`src/rtl/writeback_unit_if.sv`:
```
// Bundle of the writeback unit's result inputs, scoreboard and register-file write port.
// The slave modport belongs to the writeback unit; the master side drives results and issue.
interface writeback_unit_if;
  logic        alu_valid;
  logic [3:0]  alu_rd;
  logic [18:0] alu_data;
  logic        long_valid;
  logic        long_ready;
  logic [3:0]  long_rd;
  logic [18:0] long_data;
  logic        issue_long;
  logic [3:0]  issue_rd;
  logic [15:0] busy;
  logic [3:0]  rf_rd;
  logic [18:0] rf_write_data;
  logic        rf_regwrite;
  logic        fwd_valid;
  logic [3:0]  fwd_rd;
  logic [18:0] fwd_data;

  modport master (
    output alu_valid, alu_rd, alu_data, long_valid, long_rd, long_data, issue_long, issue_rd,
    input  long_ready, busy, rf_rd, rf_write_data, rf_regwrite, fwd_valid, fwd_rd, fwd_data
  );

  modport slave (
    input  alu_valid, alu_rd, alu_data, long_valid, long_rd, long_data, issue_long, issue_rd,
    output long_ready, busy, rf_rd, rf_write_data, rf_regwrite, fwd_valid, fwd_rd, fwd_data
  );
endinterface

```
`src/rtl/writeback_unit.sv`:
```
// Final pipeline stage: merges ALU and buffered multi-cycle results onto the single
// register-file write port and tracks long-latency destinations in a busy scoreboard.
module writeback_unit #(
  parameter int unsigned DEPTH = 2
) (
  input logic            clk,
  input logic            reset,
  writeback_unit_if.slave bus
);
  localparam int unsigned PtrW = $clog2(DEPTH);
  localparam int unsigned CntW = PtrW + 1;

  logic [PtrW-1:0] wr_ptr_q, wr_ptr_d, rd_ptr_q, rd_ptr_d;
  logic [CntW-1:0] count_q, count_d;
  logic [3:0]      fifo_rd_q   [DEPTH];
  logic [18:0]     fifo_data_q [DEPTH];

  logic [15:0] busy_q, busy_d;
  logic        rf_we_q, rf_we_d;
  logic [3:0]  rf_rd_q, rf_rd_d;
  logic [18:0] rf_data_q, rf_data_d;

  logic alu_take, accept, push, pop, ready;

  // Ready looks only at registered count, so a pop never frees space in the same cycle.
  assign ready    = (count_q != CntW'(DEPTH));
  assign alu_take = bus.alu_valid && (bus.alu_rd != 4'd0);
  assign accept   = bus.long_valid && ready;
  assign push     = accept && (bus.long_rd != 4'd0);
  assign pop      = !alu_take && (count_q != '0);

  always_comb begin
    wr_ptr_d  = wr_ptr_q;
    rd_ptr_d  = rd_ptr_q;
    count_d   = count_q;
    busy_d    = busy_q;
    rf_we_d   = 1'b0;
    rf_rd_d   = rf_rd_q;
    rf_data_d = rf_data_q;

    if (push) wr_ptr_d = wr_ptr_q + PtrW'(1);
    if (pop)  rd_ptr_d = rd_ptr_q + PtrW'(1);

    unique case ({push, pop})
      2'b10:   count_d = count_q + CntW'(1);
      2'b01:   count_d = count_q - CntW'(1);
      default: count_d = count_q;
    endcase

    if (alu_take) begin
      rf_we_d   = 1'b1;
      rf_rd_d   = bus.alu_rd;
      rf_data_d = bus.alu_data;
    end else if (pop) begin
      rf_we_d   = 1'b1;
      rf_rd_d   = fifo_rd_q[rd_ptr_q];
      rf_data_d = fifo_data_q[rd_ptr_q];
    end

    // Clear first so a same-cycle issue to the retiring register keeps it busy.
    if (pop) busy_d[fifo_rd_q[rd_ptr_q]] = 1'b0;
    if (bus.issue_long && (bus.issue_rd != 4'd0)) busy_d[bus.issue_rd] = 1'b1;
    busy_d[0] = 1'b0;
  end

  always_ff @(posedge clk or posedge reset) begin
    if (reset) begin
      wr_ptr_q  <= '0;
      rd_ptr_q  <= '0;
      count_q   <= '0;
      busy_q    <= '0;
      rf_we_q   <= 1'b0;
      rf_rd_q   <= '0;
      rf_data_q <= '0;
    end else begin
      wr_ptr_q  <= wr_ptr_d;
      rd_ptr_q  <= rd_ptr_d;
      count_q   <= count_d;
      busy_q    <= busy_d;
      rf_we_q   <= rf_we_d;
      rf_rd_q   <= rf_rd_d;
      rf_data_q <= rf_data_d;
    end
  end

  // Storage needs no reset: entries are only read while count says they are valid.
  always_ff @(posedge clk) begin
    if (push) begin
      fifo_rd_q[wr_ptr_q]   <= bus.long_rd;
      fifo_data_q[wr_ptr_q] <= bus.long_data;
    end
  end

  assign bus.long_ready    = ready;
  assign bus.busy          = busy_q;
  assign bus.rf_regwrite   = rf_we_q;
  assign bus.rf_rd         = rf_rd_q;
  assign bus.rf_write_data = rf_data_q;
  assign bus.fwd_valid     = rf_we_q;
  assign bus.fwd_rd        = rf_rd_q;
  assign bus.fwd_data      = rf_data_q;
endmodule

```
`src/flat_wrapper.sv`:
```
// flat-port wrapper written by rule: the top's interface ports become plain ports
module writeback_unit_flat 
#(
  parameter int unsigned DEPTH = 2
)
  (clk, reset, bus_alu_valid, bus_alu_rd, bus_alu_data, bus_long_valid, bus_long_rd, bus_long_data, bus_issue_long, bus_issue_rd, bus_long_ready, bus_busy, bus_rf_rd, bus_rf_write_data, bus_rf_regwrite, bus_fwd_valid, bus_fwd_rd, bus_fwd_data);
  writeback_unit_if bus_i ();
  input logic clk;
  input logic reset;
  input wire logic [$bits(bus_i.alu_valid)-1:0] bus_alu_valid;
  input wire logic [$bits(bus_i.alu_rd)-1:0] bus_alu_rd;
  input wire logic [$bits(bus_i.alu_data)-1:0] bus_alu_data;
  input wire logic [$bits(bus_i.long_valid)-1:0] bus_long_valid;
  input wire logic [$bits(bus_i.long_rd)-1:0] bus_long_rd;
  input wire logic [$bits(bus_i.long_data)-1:0] bus_long_data;
  input wire logic [$bits(bus_i.issue_long)-1:0] bus_issue_long;
  input wire logic [$bits(bus_i.issue_rd)-1:0] bus_issue_rd;
  output wire logic [$bits(bus_i.long_ready)-1:0] bus_long_ready;
  output wire logic [$bits(bus_i.busy)-1:0] bus_busy;
  output wire logic [$bits(bus_i.rf_rd)-1:0] bus_rf_rd;
  output wire logic [$bits(bus_i.rf_write_data)-1:0] bus_rf_write_data;
  output wire logic [$bits(bus_i.rf_regwrite)-1:0] bus_rf_regwrite;
  output wire logic [$bits(bus_i.fwd_valid)-1:0] bus_fwd_valid;
  output wire logic [$bits(bus_i.fwd_rd)-1:0] bus_fwd_rd;
  output wire logic [$bits(bus_i.fwd_data)-1:0] bus_fwd_data;
  assign bus_i.alu_valid = bus_alu_valid;
  assign bus_i.alu_rd = bus_alu_rd;
  assign bus_i.alu_data = bus_alu_data;
  assign bus_i.long_valid = bus_long_valid;
  assign bus_i.long_rd = bus_long_rd;
  assign bus_i.long_data = bus_long_data;
  assign bus_i.issue_long = bus_issue_long;
  assign bus_i.issue_rd = bus_issue_rd;
  assign bus_long_ready = bus_i.long_ready;
  assign bus_busy = bus_i.busy;
  assign bus_rf_rd = bus_i.rf_rd;
  assign bus_rf_write_data = bus_i.rf_write_data;
  assign bus_rf_regwrite = bus_i.rf_regwrite;
  assign bus_fwd_valid = bus_i.fwd_valid;
  assign bus_fwd_rd = bus_i.fwd_rd;
  assign bus_fwd_data = bus_i.fwd_data;
  writeback_unit #(.DEPTH(DEPTH)) u_core (.clk(clk), .reset(reset), .bus(bus_i));
endmodule
```
`config.mk`:
```
export PLATFORM = sky130hd
export DESIGN_NAME = writeback_unit_flat
export DESIGN_NICKNAME = d
export VERILOG_FILES = /design/src/rtl/writeback_unit_if.sv /design/src/rtl/writeback_unit.sv /design/src/flat_wrapper.sv
export SDC_FILE = /design/constraint.sdc
export NUM_CORES = 1
export LEC_CHECK = 0
export CAP_MARGIN = 20
export CORE_MARGIN = 4
export CORE_UTILIZATION = 50
export CTS_CLUSTER_SIZE = 12
export DETAILED_ROUTE_END_ITERATION = 16
export GPL_ROUTABILITY_DRIVEN = 0
export PLACE_DENSITY = 0.92
export SETUP_SLACK_MARGIN = 0.4
export SYNTH_ARGS = -nofsm -noshare
export SYNTH_HDL_FRONTEND = slang
export SYNTH_SLANG_ARGS = --single-unit
```
`constraint.sdc`:
```
create_clock -name clk -period 4.27 [get_ports clk]
set_input_delay 0.854 -clock clk [delete_from_list [all_inputs] [get_ports clk]]
set_output_delay 0.854 -clock clk [all_outputs]
set_load 0.02 [all_outputs]
```
==> metrics, run 1 <==
pre-CTS WS=1338 ps; setup skew after layout=11.47 ps; via/cell ratio=5.470; number of routed nets with antenna violations=0; TritonCTS Buffers=9; CTS H-tree depth=3; area of the multi-input gates=1215 um2; WL/cell=17.23 um; outcome=complete, no violations; commonest non-fill, non-tap cell in the layout=clkdlybuf4s50_1; Ant. Diodes=0; worst min path class=register to register; WHS Path Cells=1; Synth cell types=33; RSZ-0062 raised after global routing=false; commonest non-fill, non-tap cells in the layout=clkdlybuf4s50_1, nand2_1, edfxtp_1; Rows=32; crit-path leading delay family=buffers and inverters; R2R Setup Slk=2140 ps; Area growth, synth to finish=33.50%; via count=2,970; TritonRoute pass-1 iters=5; die span in x=96.60 um; DIE HEIGHT=96.60 um; Final Critical Period=2625 ps; layout cell share with drive strength beyond 1=0.05896; clk buf depth=2; drt drc=0; Max Slew Vio Count=0; Max-Cap Viols=0; clk sinks=89; CTS tree=yes; Peak Freq=0.3810 GHz; Critical Path Source Type=register; buffer count from post-CTS setup fixing=0; Ports=120; CP Buf/Inv Count=1; hold_buf cts=0; GR Util All Layers=0.2094; CP Data Required Time=3420 ps; Fillers=546; Post-Syn Area=3925 um2; die area=9332 um2; synthesized instance count=344; register area=2459 um2; GRT Residual Overflow=0; Clock Pin Slew Worst Setup and Hold Paths=80 ps; syn_area_per_cell=11.41 um2; largest net degree at the start of global routing=45; Hold Path End=u_core.bus.busy[15]$_DFF_PP0_; YS warnings=0; Worst R2R Path Depth=4; Worst EP arrival=1770 ps; Final setup viols=0; setup_tns=0 ps; slowest CP cell=clkdlybuf4s50_1; HP Start=u_core.bus.busy[15]$_DFF_PP0_; vias in the first global route=3,119; worst ir drop on vdd=0.0004169 V; type of the worst setup path=register to primary output; worst-margin pin slew=929.6 ps; critical path fanouts, max=9; Tcrit/Tclk final=0.6148; Layout Nets=492; critical path cell sequence=nand2b_1, clkdlybuf4s50_1; total routed wirelength=9356 um; post-DP HPWL=6598 um; worst r2r dst=u_core.fifo_rd_q[1][1]$_DFFE_PP_; post-synth net total=400; initial antenna violation count=0; register area share after synthesis=0.6261; worst skew pair latency=350 ps; IO buf count=118; R2R Path Start=u_core.count_q[0]$_DFFE_PP0P_; Final Hold Viols=0; Root Buffer Master=clkbuf_8; starting density of the core=0.5106; post-route worst setup slack=1645 ps; iteration-0 DRC count of the detailed router=167; P_leak=0.002056 uW; Crit path largest cell delay=620 ps; PwrDens=684.1 nW/um2; first-pass GRT wire length=15,650 um; flops & latches, synth=89; Worst setup EP type=primary output; post_cts resized=0; Worst slew margin=0.3793; Core Region=7687 um2
## logic make-up after synthesis
logic type / synth area share
DFF: 0.6261
AOI/OAI and AO/OA: 0.1081
adders and majority gates: 0.003187
buffers and inverters: 0.06758
other: 0.0009554
muxes: 0.05865
and+or+nand+nor: 0.1243
xor gates and xnor gates: 0.01116
## worst max-delay path by stage
stage | cells after the start | startpoint | to
global route | 2 | u_core.count_q[0]$_DFFE_PP0P_ | bus_long_ready
floorplan | 3 | bus_long_rd[0] | u_core.fifo_data_q[0][0]$_DFFE_PP_
global placement | 7 | bus_alu_rd[1] | u_core.count_q[1]$_DFFE_PP0P_
detailed placement | 7 | bus_alu_rd[1] | u_core.count_q[1]$_DFFE_PP0P_
finish | 2 | u_core.count_q[0]$_DFFE_PP0P_ | bus_long_ready
CTS | 2 | u_core.count_q[0]$_DFFE_PP0P_ | bus_long_ready
## routing by layer
layer,track usage,part of all wire
met1,0.2575,0.41
met2,0.3530,0.50
met3,0.06994,0.071
met4,0.05940,0.013
met5,0,0
## metrics by stage
step	power [uW]	hold slack [ps]	cells	utilization	instance area, um2
floorplan	2352	468.1	344	-	3925
global placement	2907	476.0	527	0.6530	5020
detailed placement	2965	480.6	527	0.6530	5020
CTS	3607	499.6	543	0.6816	5240
global route	3799	523.1	543	0.6816	5240
finish	3585	497.2	543	0.6816	5240
## cell usage after synthesis, drive strengths merged
library cell  count  area share
a211o             1      0.0022
a21oi            23       0.029
a21o              1      0.0019
nand3b            1      0.0019
o41a              1      0.0029
a32o              1      0.0026
mux2i            23       0.059
conb              1     0.00096
dfrtp            43        0.27
xor2              2      0.0045
nand2b            1      0.0016
nor3              2      0.0026
clkbuf            8      0.0077
nand2            49       0.047
inv               2      0.0019
o41ai             1      0.0070
a22o              1      0.0022
and3              2      0.0032
and3b             5       0.011
nor2b             2      0.0032
o21ai            40       0.052
edfxtp           46        0.35
xnor2             3      0.0067
buf              33       0.058
nor2             32       0.031
or4               1      0.0019
ha                1      0.0032
nand3             5      0.0064
o22ai             5      0.0080
or3               1      0.0016
nor3b             7       0.013
## cell type report
type                            instances  share of cell area
Sequential cell                        89              0.4692
Multi-Input combinational cell        212              0.2319
Timing Repair Buffer                  122              0.2311
Clock buffer                           11             0.02698
Tap cell                              102             0.02436
Clock inverter                          5             0.01504
Inverter                                2            0.001433
## registers in the layout, indices dropped and copies added (netlist names), 2 cells and up
register,cells
u_core.bus.busy,15
u_core.count_q,2
u_core.bus.fwd_data,19
u_core.fifo_rd_q,8
u_core.fifo_data_q,38
u_core.bus.fwd_rd,4
## power breakdown
part	switching, uW	internal (uW)	total [uW]	leakage [uW]
Combinational	796	711	1510	0.00101
Clock	287	345	632	0.000113
Sequential	258	1190	1450	0.000934
Total	1340	2240	3580	0.00206
(Power assumes the default switching activity.)
==> run 2, diff against run 1 <==
Settings changed: CORE_UTILIZATION 50 to 47, PLACE_DENSITY 0.92 to 0.87.
Clock period 4.27 ns to 2.7 ns, I/O delays scaled along.
==> metrics, run 2 (synthesis results as in run 1) <==
Ant. Diodes=0 (unchanged); P_leak=0.002048 uW (-0.41%); TritonCTS Buffers=9 (unchanged); worst skew pair latency=360 ps (about the same); setup skew after layout=12.39 ps (+0.9211 ps); drt drc=0 (unchanged); Max-Cap Viols=0 (unchanged); Worst EP arrival=1700 ps (-70 ps); commonest non-fill, non-tap cells in the layout=clkdlybuf4s50_1, nand2_1, edfxtp_1; worst-margin pin slew=680.8 ps (-248.8 ps); Clock Pin Slew Worst Setup and Hold Paths=100 ps (+20 ps); IO buf count=118 (unchanged); buffer count from post-CTS setup fixing=0 (unchanged); CTS tree=yes; first-pass GRT wire length=14,400 um (-8.0%); Rows=33 (+3.1%); Core Util, Final=0.6411 (-0.04053); crit path to=bus_long_ready; Ports=120 (unchanged); initial antenna violation count=0 (unchanged); clk buf depth=2 (unchanged); total routed wirelength=8821 um (-5.7%); max FFs per register=38 (unchanged); PwrDens=1048 nW/um2 (+53%); largest net degree at the start of global routing=44 (-2.2%); via count=2,851 (-4.0%); Final Hold Viols=0 (unchanged); Worst slew margin=0.5455 (+0.1661); R2R Setup Slk=710 ps (-1430 ps); HP Start=u_core.bus.busy[2]$_DFF_PP0_; Tcrit/Tclk final=0.8302; starting density of the core=0.4801 (-0.03048); worst min path class=register to register; die span in x=99.39 um (+2.9%); WL/cell=16.07 um (-6.7%); Final setup viols=0 (unchanged); outcome=complete, no violations; critical path fanouts, max=8 (-1); CTS H-tree depth=3 (unchanged); Largest Register=u_core.fifo_data_q; clk sinks=89 (unchanged); worst r2r dst=u_core.fifo_data_q[0][16]$_DFFE_PP_; Fillers=644 (+18%); Final Critical Period=2242 ps; vias in the first global route=2,983 (-4.4%); TritonRoute pass-1 iters=5 (unchanged); Worst R2R Path Depth=4 (unchanged); commonest non-fill, non-tap cell in the layout=clkdlybuf4s50_1; layout cell share with drive strength beyond 1=0.06757 (+0.008611); number of routed nets with antenna violations=0 (unchanged); setup_tns=0 ps (unchanged); via/cell ratio=5.193 (-5.1%); post-DP HPWL=6650 um (+0.79%); hold slack=514.2 ps (+16.91 ps); Peak Freq=0.4461 GHz; Core Region=8175 um2 (+6.3%); DIE HEIGHT=99.39 um (+2.9%); GRT Residual Overflow=0 (unchanged); Max Slew Vio Count=0 (unchanged); Worst setup EP type=primary output; GR Util All Layers=0.1847 (-0.02462); R2R Path Start=u_core.count_q[1]$_DFFE_PP0P_; CP Data Required Time=2160 ps (-1260 ps); crit path from=u_core.count_q[1]$_DFFE_PP0P_; RSZ-0062 raised after global routing=false; iteration-0 DRC count of the detailed router=144 (-14%); type of the worst setup path=register to primary output; Layout Nets=495 (+0.61%); Critical Path Source Type=register; Root Buffer Master=clkbuf_8; Area growth, synth to finish=33.54% (about the same); die area=9877 um2 (+5.8%); worst ir drop on vdd=0.0004687 V (+12%)
[run 2: how the worst min path moves through the flow]
stage / endpoint / slack, ps / cells after the start
5_1_grt: u_core.bus.busy[15]$_DFF_PP0_ / 530 / 1
2_1_floorplan: u_core.wr_ptr_q$_DFFE_PP0P_ / 470 / 1
3_5_place_dp: u_core.bus.busy[15]$_DFF_PP0_ / 500 / 1
3_3_place_gp: u_core.bus.busy[15]$_DFF_PP0_ / 490 / 1
4_1_cts: u_core.bus.busy[15]$_DFF_PP0_ / 520 / 1
6_report: u_core.bus.busy[2]$_DFF_PP0_ / 510 / 2
[run 2: final cells by class]
cell class	count	area [um2]	share of cell area
Sequential cell	89	2460	0.4693
Timing Repair Buffer	125	1249	0.2382
Clock buffer	10	127.6	0.02435
Multi-Input combinational cell	212	1215	0.2318
Inverter	2	7.507	0.001432
Clock inverter	6	51.30	0.009788
Tap cell	105	131.4	0.02507
[run 2: routing by layer]
metal / wire (um) / global-route usage
met3: 591 / 0.04558
met1: 3472 / 0.2210
met2: 4617 / 0.3264
met4: 139 / 0.06092
met5: 0 / 0
[run 2: critical path, stage by stage (launching register included)]
cell and delay [ps]:
dfrtp_1 520, nand2b_1 200, clkdlybuf4s50_1 630
[run 2: timing repair]
item	CTS	global route
setup endpoints to repair	1	0
gates resized for setup	1	0
hold buffers	0	0
[run 2: power by group]
part / internal (uW) / switching [uW]
clock network: 346 / 482
logic: 1150 / 1290
registers: 1880 / 348
total: 3370 / 2120
[run 2: through the flow]
step	cell area (um2)	power [uW]	setup slack, ps	instances
after detailed placement	5061	4712	197.4	533
after global placement	5031	4592	91.55	531
after floorplan	3925	3720	362.1	344
final	5241	5494	458.4	549
after global routing	5241	5837	409.9	549
after CTS	5241	5544	474.8	549
==> run 3, diff against run 2 <==
Clock period 2.7 ns to 2.17 ns, I/O delays scaled along.
==> metrics, run 3 (synthesis results as in run 1) <==
slowest CP cell=or4_4; register area=2460 um2 (unchanged); CP Buf/Inv Count=1 (unchanged); Power Total=6820 uW (+24%); iteration-0 DRC count of the detailed router=144 (unchanged); die area=9877 um2 (unchanged); largest net degree at the start of global routing=44 (unchanged); P_leak=0.002387 uW (+17%); outcome=complete, no violations; Critical Path Source Type=input port; hold_buf cts=0 (unchanged); Final Cell Area=5443 um2 (+3.8%); critical path cell sequence=clkdlybuf4s50_1, or4_4, nand3_4, ha_2, nor2_2, xor2_1; Tcrit/Tclk final=0.8228; R2R Path Start=u_core.count_q[1]$_DFFE_PP0P_; Final Hold Viols=0 (unchanged); crit path to=u_core.count_q[1]$_DFFE_PP0P_; crit path from=bus_long_rd[3]; WL/cell=17.20 um (+7.1%); Worst setup EP type=register; Worst EP arrival=2060 ps (+360 ps); vias in the first global route=3,084 (+3.4%); Layout Nets=513 (+3.6%); Ant. Diodes=0 (unchanged); post-DP HPWL=6618 um (-0.48%); CTS H-tree depth=3 (unchanged); Largest Register=u_core.fifo_data_q; PwrDens=1253 nW/um2 (+20%); max FFs per register=38 (unchanged); Max Slew Vio Count=0 (unchanged); Final Critical Period=1785 ps; Fillers=629 (-2.3%); setup skew after layout=8.877 ps (-3.513 ps); commonest non-fill, non-tap cells in the layout=dlygate4sd2_1, clkdlybuf4s50_1, nand2_1; initial antenna violation count=0 (unchanged); RSZ-0062 raised after global routing=false; TritonCTS Buffers=9 (unchanged); drt drc=0 (unchanged); placed cell area=5149 um2 (+1.7%); worst ir drop on vdd=0.0005734 V (+22%); first-pass GRT wire length=14,560 um (+1.1%); clk sinks=89 (unchanged); Rows=33 (unchanged); area of the multi-input gates=1279 um2 (+5.3%); number of routed nets with antenna violations=0 (unchanged); Area growth, synth to finish=38.67%; Crit path largest cell delay=500 ps (-130 ps); total routed wirelength=9754 um (+11%); Clock Pin Slew Worst Setup and Hold Paths=90 ps (about the same); Peak Freq=0.5601 GHz; clk buf depth=2 (unchanged); via/cell ratio=5.296 (+2.0%); critical path fanouts, max=4 (-4); GRT Residual Overflow=0 (unchanged); DIE HEIGHT=99.39 um (unchanged); crit-path leading delay family=simple AND/OR/NAND/NOR gates; WP depth=6 (+4); worst skew pair latency=350 ps (about the same); R2R Setup Slk=490 ps (-220 ps); Final setup viols=0 (unchanged); Worst R2R Path Depth=4 (unchanged); TritonRoute pass-1 iters=4 (-1); Max-Cap Viols=0 (unchanged); GR Util All Layers=0.1892 (+0.004494); Core Region=8175 um2 (unchanged); type of the worst setup path=input port to register; worst r2r dst=u_core.fifo_rd_q[0][1]$_DFFE_PP_; CP Data Required Time=2440 ps (+280 ps); die span in x=99.39 um (unchanged); IO buf count=118 (unchanged); via count=3,003 (+5.3%); layout cell share with drive strength beyond 1=0.1190 (+0.05148); starting density of the core=0.4801 (unchanged); Root Buffer Master=clkbuf_8; Ports=120 (unchanged); commonest non-fill, non-tap cell in the layout=dlygate4sd2_1; CTS tree=yes; worst min path class=input port to async pin
-- run 3: metal layers --
| metal | track usage | vias to the layer above | share of wire |
|---|---|---|---|
| met5 | 0 | - | 0 |
| met4 | 0.09139 | 0 | 0.024 |
| met3 | 0.05049 | 19 | 0.067 |
| met2 | 0.3311 | 119 | 0.52 |
| met1 | 0.2139 | 1453 | 0.39 |
| li1 | - | 1412 | - |
-- run 3: worst min-delay path by stage --
stage,startpoint,to,slack [ps]
3_5_place_dp,u_core.bus.busy[15]$_DFF_PP0_,u_core.bus.busy[15]$_DFF_PP0_,490
2_1_floorplan,u_core.wr_ptr_q$_DFFE_PP0P_,u_core.wr_ptr_q$_DFFE_PP0P_,520
5_1_grt,bus_long_rd[2],u_core.fifo_rd_q[0][2]$_DFFE_PP_,420
4_1_cts,reset,u_core.bus.fwd_data[9]$_DFFE_PP0P_,430
3_3_place_gp,u_core.bus.busy[15]$_DFF_PP0_,u_core.bus.busy[15]$_DFF_PP0_,470
6_report,reset,u_core.bus.fwd_data[12]$_DFFE_PP0P_,430
-- run 3: timing repair --
item / CTS / global route
setup endpoints to repair: 103 / 68
resized for setup: 58 / 30
gates cloned: 1 / 2
setup buffers: 2 / 3
pin swaps: 2 / 7
-- run 3: tightest hold or removal path: cells and delay by family --
family   cells  cell delay [ps]
buf+inv      3              720
-- run 3: where the power goes --
part / leakage, uW / switching (uW) / internal, uW
Sequential: 0.000933 / 387 / 2340
Clock: 0.0000978 / 574 / 515
Combinational: 0.00136 / 1750 / 1250
-- run 3: final cells by class --
type,count,area share
sequential,89,0.4520
timing repair buffer,141,0.2526
multi-input combinational,214,0.2349
clock buffer,12,0.03057
tap,105,0.02414
clock inverter,4,0.004368
inverter,2,0.001379
-- run 3: per-stage QoR --
stage | hold slack [ps] | TNS, ps | util | instances | setup WS (ps)
3_3_place_gp | 474.4 | -32.35 | 0.6298 | 543 | -32.35
2_1_floorplan | 520.0 | 0 | - | 344 | 413.3
3_5_place_dp | 494.5 | -3096 | 0.6298 | 543 | -80.46
4_1_cts | 428.2 | 0 | 0.6527 | 562 | 289.4
6_report | 428.1 | 0 | 0.6657 | 567 | 384.6
5_1_grt | 418.0 | 0 | 0.6657 | 567 | 324.0
